### src/rtl/uart_pkg.sv
// Shared UART definitions: transmit FSM state encoding, parity-mode
// constants and the default oversample ratio (also used by the receiver).
package uart_pkg;

    typedef enum logic [2:0] {
        ST_IDLE,
        ST_START,
        ST_DATA,
        ST_PARITY,
        ST_STOP
    } uart_tx_state_t;

    localparam logic PAR_EVEN = 1'b0;
    localparam logic PAR_ODD  = 1'b1;

    localparam int DEFAULT_OVERSAMPLE = 16;

endpackage

### src/rtl/uart_bit_timer.sv
// Bit-period timer: counts enabled baud ticks and strobes bit_done_o on the
// OVERSAMPLE-th one. Ports: clk, reset_n, start_i (clear), en_i, tick_i,
// bit_done_o (single-cycle, combinational from the current tick).
module uart_bit_timer
    import uart_pkg::*;
#(
    parameter int OVERSAMPLE = DEFAULT_OVERSAMPLE
) (
    input  logic clk,
    input  logic reset_n,
    input  logic start_i,
    input  logic en_i,
    input  logic tick_i,
    output logic bit_done_o
);

    localparam int CW = $clog2(OVERSAMPLE);
    localparam logic [CW-1:0] LAST = CW'(OVERSAMPLE - 1);

    logic [CW-1:0] cnt_q, cnt_d;

    always_comb begin
        cnt_d      = cnt_q;
        bit_done_o = 1'b0;
        if (start_i) begin
            cnt_d = '0;
        end else if (en_i && tick_i) begin
            if (cnt_q == LAST) begin
                cnt_d      = '0;
                bit_done_o = 1'b1;
            end else begin
                cnt_d = cnt_q + 1'b1;
            end
        end
    end

    always_ff @(posedge clk or negedge reset_n) begin
        if (!reset_n) begin
            cnt_q <= '0;
        end else begin
            cnt_q <= cnt_d;
        end
    end

endmodule

### src/rtl/uart_frame_tx.sv
// UART transmit framer: takes a word on tx_valid/tx_ready and sends start,
// data (LSB or MSB first), optional parity and stop bits on the tx line.
// Ports: clk, reset_n, baud_tick, tx_data/tx_valid/tx_ready, par_en,
// par_odd, tx (registered, idles high), busy.
module uart_frame_tx
    import uart_pkg::*;
#(
    parameter int DATA_WIDTH = 8,
    parameter int OVERSAMPLE = DEFAULT_OVERSAMPLE,
    parameter int STOP_BITS  = 1,
    parameter bit MSB_FIRST  = 1'b0
) (
    input  logic                  clk,
    input  logic                  reset_n,
    input  logic                  baud_tick,
    input  logic [DATA_WIDTH-1:0] tx_data,
    input  logic                  tx_valid,
    output logic                  tx_ready,
    input  logic                  par_en,
    input  logic                  par_odd,
    output logic                  tx,
    output logic                  busy
);

    localparam int BW = $clog2(DATA_WIDTH + 1);
    localparam logic [BW-1:0] LAST_DATA = BW'(DATA_WIDTH - 1);
    localparam logic [BW-1:0] LAST_STOP = BW'(STOP_BITS - 1);

    uart_tx_state_t state_q, state_d;

    logic [DATA_WIDTH-1:0] shreg_q, shreg_d;
    logic [BW-1:0]         bcnt_q, bcnt_d;
    logic                  par_en_q, par_en_d;
    logic                  par_bit_q, par_bit_d;
    logic                  tx_q, tx_d;

    logic                  accept;
    logic                  bit_done;
    logic [DATA_WIDTH-1:0] shifted;
    logic                  head_bit;
    logic                  next_bit;

    assign tx_ready = (state_q == ST_IDLE);
    assign busy     = ~tx_ready;
    assign accept   = tx_valid && tx_ready;
    assign tx       = tx_q;

    uart_bit_timer #(
        .OVERSAMPLE(OVERSAMPLE)
    ) u_timer (
        .clk       (clk),
        .reset_n   (reset_n),
        .start_i   (accept),
        .en_i      (busy),
        .tick_i    (baud_tick),
        .bit_done_o(bit_done)
    );

    // The bit on the line is always the output end of shreg_q; shifting
    // exposes the following bit at that same end.
    always_comb begin
        if (MSB_FIRST) begin
            head_bit = shreg_q[DATA_WIDTH-1];
            next_bit = shreg_q[DATA_WIDTH-2];
            shifted  = {shreg_q[DATA_WIDTH-2:0], 1'b0};
        end else begin
            head_bit = shreg_q[0];
            next_bit = shreg_q[1];
            shifted  = {1'b0, shreg_q[DATA_WIDTH-1:1]};
        end
    end

    // tx_d is the value for the next cycle, so each bit appears on the line
    // the cycle after the previous bit's last tick.
    always_comb begin
        state_d   = state_q;
        shreg_d   = shreg_q;
        bcnt_d    = bcnt_q;
        par_en_d  = par_en_q;
        par_bit_d = par_bit_q;
        tx_d      = tx_q;

        unique case (state_q)
            ST_IDLE: begin
                tx_d = 1'b1;
                if (accept) begin
                    state_d   = ST_START;
                    shreg_d   = tx_data;
                    bcnt_d    = '0;
                    par_en_d  = par_en;
                    par_bit_d = (^tx_data) ^ (par_odd == PAR_ODD);
                    tx_d      = 1'b0;
                end
            end
            ST_START: begin
                if (bit_done) begin
                    state_d = ST_DATA;
                    tx_d    = head_bit;
                end
            end
            ST_DATA: begin
                if (bit_done) begin
                    if (bcnt_q == LAST_DATA) begin
                        bcnt_d = '0;
                        if (par_en_q) begin
                            state_d = ST_PARITY;
                            tx_d    = par_bit_q;
                        end else begin
                            state_d = ST_STOP;
                            tx_d    = 1'b1;
                        end
                    end else begin
                        bcnt_d  = bcnt_q + 1'b1;
                        shreg_d = shifted;
                        tx_d    = next_bit;
                    end
                end
            end
            ST_PARITY: begin
                if (bit_done) begin
                    state_d = ST_STOP;
                    tx_d    = 1'b1;
                end
            end
            ST_STOP: begin
                tx_d = 1'b1;
                if (bit_done) begin
                    if (bcnt_q == LAST_STOP) begin
                        state_d = ST_IDLE;
                        bcnt_d  = '0;
                    end else begin
                        bcnt_d = bcnt_q + 1'b1;
                    end
                end
            end
            default: begin
                state_d = ST_IDLE;
                tx_d    = 1'b1;
            end
        endcase
    end

    always_ff @(posedge clk or negedge reset_n) begin
        if (!reset_n) begin
            state_q   <= ST_IDLE;
            shreg_q   <= '0;
            bcnt_q    <= '0;
            par_en_q  <= 1'b0;
            par_bit_q <= 1'b0;
            tx_q      <= 1'b1;
        end else begin
            state_q   <= state_d;
            shreg_q   <= shreg_d;
            bcnt_q    <= bcnt_d;
            par_en_q  <= par_en_d;
            par_bit_q <= par_bit_d;
            tx_q      <= tx_d;
        end
    end

endmodule

### config.mk
export PLATFORM = sky130hd
export DESIGN_NAME = uart_frame_tx
export DESIGN_NICKNAME = d
export VERILOG_FILES = /design/src/rtl/uart_pkg.sv /design/src/rtl/uart_bit_timer.sv /design/src/rtl/uart_frame_tx.sv
export SDC_FILE = /design/constraint.sdc
export NUM_CORES = 1
export LEC_CHECK = 0
export ABC_AREA = 1
export CORE_ASPECT_RATIO = 1.75
export CORE_MARGIN = 4
export CORE_UTILIZATION = 30
export DETAILED_ROUTE_END_ITERATION = 6
export PLACE_DENSITY_LB_ADDON = 0.2
export RECOVER_POWER = 25
export SYNTH_ARGS = -nofsm -noshare
export SYNTH_HDL_FRONTEND = slang
export SYNTH_SLANG_ARGS = --single-unit
### constraint.sdc
create_clock -name clk -period 1.55 [get_ports clk]
set_clock_uncertainty 0.15 [all_clocks]
set_input_delay 0.31 -clock clk [delete_from_list [all_inputs] [get_ports clk]]
set_output_delay 0.31 -clock clk [all_outputs]
set_load 0.01 [all_outputs]
==> metrics.md <==
| Metric | Value |
|---|---|
| Run status | finished, violations left |
| Failing checks | negative setup slack |
| Most used cell, CP | buf_6 |
| Least-Margin Pin Slew | 0.4615 ns |
| Final setup viols | 18 |
| CTS buffer count | 3 |
| Nets | around 290 |
| Met1 Use GR | 13.31% |
| Share of cells above drive strength 1 | 35.93% |
| Clk network pwr share | around a tenth |
| Gate power share | 67.1% |
| Fin crit share | 108.9% |
| Synth warnings | 0 |
| Design area | 2273 um2 |
| Post-Route Utilization | 46.07% |
| Total chip power | 4.182 mW |
| Die Area | about 6300 um2 |
| Final WS setup | -0.1375 ns |
| Crit path capture type | flop |
| Setup repair after global routing missed its margin | yes |
| Clk buf depth | 2 |
| DR WL/cell | 11.29 um |
| Worst r2r src | state_q[1] |
| Sw Share | 44.43% |
| Worst skew pair latency | ~0.26 ns |
| I/O pins | 17 |
| Routability Congestion | 0.7748 |
| Pre-antenna DRT Iters | 4 |
| Vias | between 1000 and 1500 |
| Most frequent cells in the layout | nand2_1, buf_4, inv_1 |
| Worst Hold Class | in2async |
| VDD IR max | 1.290 mV |
| Crit-path cells | nor2_4, buf_12, nand2_8, buf_6, nand3_4, buf_6, nand2_4, or2_1, nand2_1, inv_1 |
| CTS root buf | clkbuf_8 |
| Cells after synthesis | between 200 and 250 |
| Layout area overhead | 49.18% |
| GR Util met3 | 1.138% |
| CP Class | reg2reg |
| Die H | just over 100 um |
| Number of global-route vias before repair | 1409 |
| Max-Cap Viols | 0 |
| Seq pwr share | between 20% and 30% |
| Core area | about 5000 um2 |
| Drt drc | 0 |
| Yosys cell types | 25 |
| Highest clock rate | approximately 600 MHz |
| Post-DP HPWL | 2.805 mm |
| First-pass GRT wire length | 6.016 mm |
| Starting density of the core | between 30% and 40% |
| P_int | roughly 2.3 mW |
| Number of buffers added on ports | 16 |
| Fin. max-slew vios | 0 |
| Mapped Area | 1524 um2 |
| Reg2reg setup slack | -0.14 ns |
| H-tree depth | 1 |
| Clk pin slew, worst setup/hold paths | 0.09 ns |
| Crit path arrival time | 1.74 ns |
| Mean Syn Cell Area | 7.292 um2 |
| Post-Route WL | 3.658 mm |
| Sw Pwr | 1.858 mW |
| Largest net degree at the start of global routing | 15 |
| Row Count | 34 |
| Pwr dens | 1840 nW/um2 |
| CP max FO | 6 |
| Vias per Instance | 4.552 |
| Grt ovf | 0 |
| Clock Sink Count | 22 |
| Worst R2R End | tx |
| Initial antenna violation count | 0 |
| Sequential cell area fraction in the yosys report | 36.21% |
| Initial DRC count | 38 |
| Worst endpoint required time | 1.60 ns |
| Slew headroom | 69.23% |
| Die Span X | just over 60 um |
| TNS Setup | -1.796 ns |
| Total GRT Usage | 12.70% |
| Max incr delay on CP | 0.42 ns |
| Inst Count DP | 309 |
| Hold Fails Final Rpt | 0 |
| Gr busiest metal | met2 |
| GR Layer Usage met2 | a little under a quarter |
| CP max stage cell | dfrtp_1 |
| Tmin final | 1.687 ns |
| # diodes | 0 |
| Setup crit start kind | flop |
| Post-Layout Cell Count | 324 |
| CTS tree | yes |
| Commonest non-fill, non-tap cell in the layout | nand2_1 |
| Synth Register Bits | 22 |
| Final ANT Viol Nets | 0 |
| Layout fillers | 514 |
| Syn_nets | 226 |
| Worst r2r path cells | 10 |
| Post-cts hold buffer count | 0 |
| Leakage power | 1.128 nW |
| Area after DPL | 1974 um2 |
routing by layer:
metal  vias up  share of wire [%]
li1        779                  -
met1       666                 38
met2        22                 57
met3         8                1.9
met4         0                3.1
met5         -                  0
registers in the layout (all words and copies together), names as in the netlist:
name	count
shreg_q	8
bcnt_q	4
u_timer.cnt_q	4
state_q	3
par_bit_q	1
par_en_q	1
tx	1
timing repair:
action / CTS / global route
setup endpoints to repair: 19 / 19
setup buffers: 7 / 4
pin swaps: 9 / 10
resized for setup: 30 / 31
gates cloned: 1 / 0
per-stage QoR:
stage / setup slack, ns / hold slack (ns)
final: -0.1375 / 0.3189
after global routing: -0.2171 / 0.3367
after CTS: -0.1410 / 0.2268
after detailed placement: -0.2146 / 0.3209
after global placement: -0.1982 / 0.3199
after floorplan: -0.02568 / -0.1356
power groups by stage:
stage | clock [mW] | combinational (mW) | sequential (mW)
floorplan | 0 | 1.40 | 0.978
global placement | 0 | 2.20 | 0.963
detailed placement | 0 | 2.22 | 0.965
CTS | 0.431 | 2.46 | 0.963
global route | 0.455 | 3.09 | 0.987
finish | 0.421 | 2.81 | 0.956
synth_stat cells:
cell type,count,area share [%]
nand3_1,19,6.2
xor2_1,3,1.7
o21ai_1,2,0.66
dfstp_2,1,1.7
nand3_2,1,0.66
buf_2,1,0.33
xnor2_1,2,1.1
nand2_1,69,17
dfrtp_1,21,34
nor2_4,3,2.2
nand4_1,4,1.6
nand2_8,1,1.3
or2_1,1,0.41
o21ai_0,15,4.9
nand3_4,1,1.1
inv_1,26,6.4
ha_1,3,2.5
o21ai_2,9,5.2
a21oi_4,1,1.1
inv_4,3,1.2
nand2_4,2,1.5
buf_8,1,0.98
nor2_1,13,3.2
nand2_2,4,1.6
inv_2,3,0.74
worst max-delay path by stage:
stage	to	startpoint	slack [ns]
global route	state_q[2]	state_q[1]	-0.22
global placement	bcnt_q[1]	baud_tick	-0.20
CTS	state_q[2]	state_q[0]	-0.14
finish	tx	state_q[1]	-0.14
detailed placement	bcnt_q[1]	baud_tick	-0.21
floorplan	bcnt_q[1]	u_timer.cnt_q[0]	-0.03
critical path, delay by kind of cell (launching register included):
| kind | cells | cell delay [ns] |
|---|---|---|
| buf+inv | 4 | 0.41 |
| flops | 1 | 0.42 |
| simple gates | 6 | 0.65 |
area by class of cell:
cell class / instances / area, um2 / area share, %
Multi-Input combinational cell: 153 / 934.6 / 41.11
Sequential cell: 22 / 551.8 / 24.27
Timing Repair Buffer: 58 / 515.5 / 22.67
Inverter: 32 / 137.6 / 6.054
Tap cell: 54 / 67.56 / 2.972
Clock buffer: 4 / 55.05 / 2.422
Timing Repair inverter: 1 / 11.26 / 0.4953
logic make-up (layout without fill, tap and decap cells):
group	count (synthesis)	count (layout)	share of synthesized area, %
compound gates	27	27	11.82
buf+inv	34	95	9.687
simple gates	118	118	36.95
flops	22	22	36.21
fa+ha+maj	3	3	2.463
xor+xnor	5	5	2.874
Power figures use the tool's default switching activity.
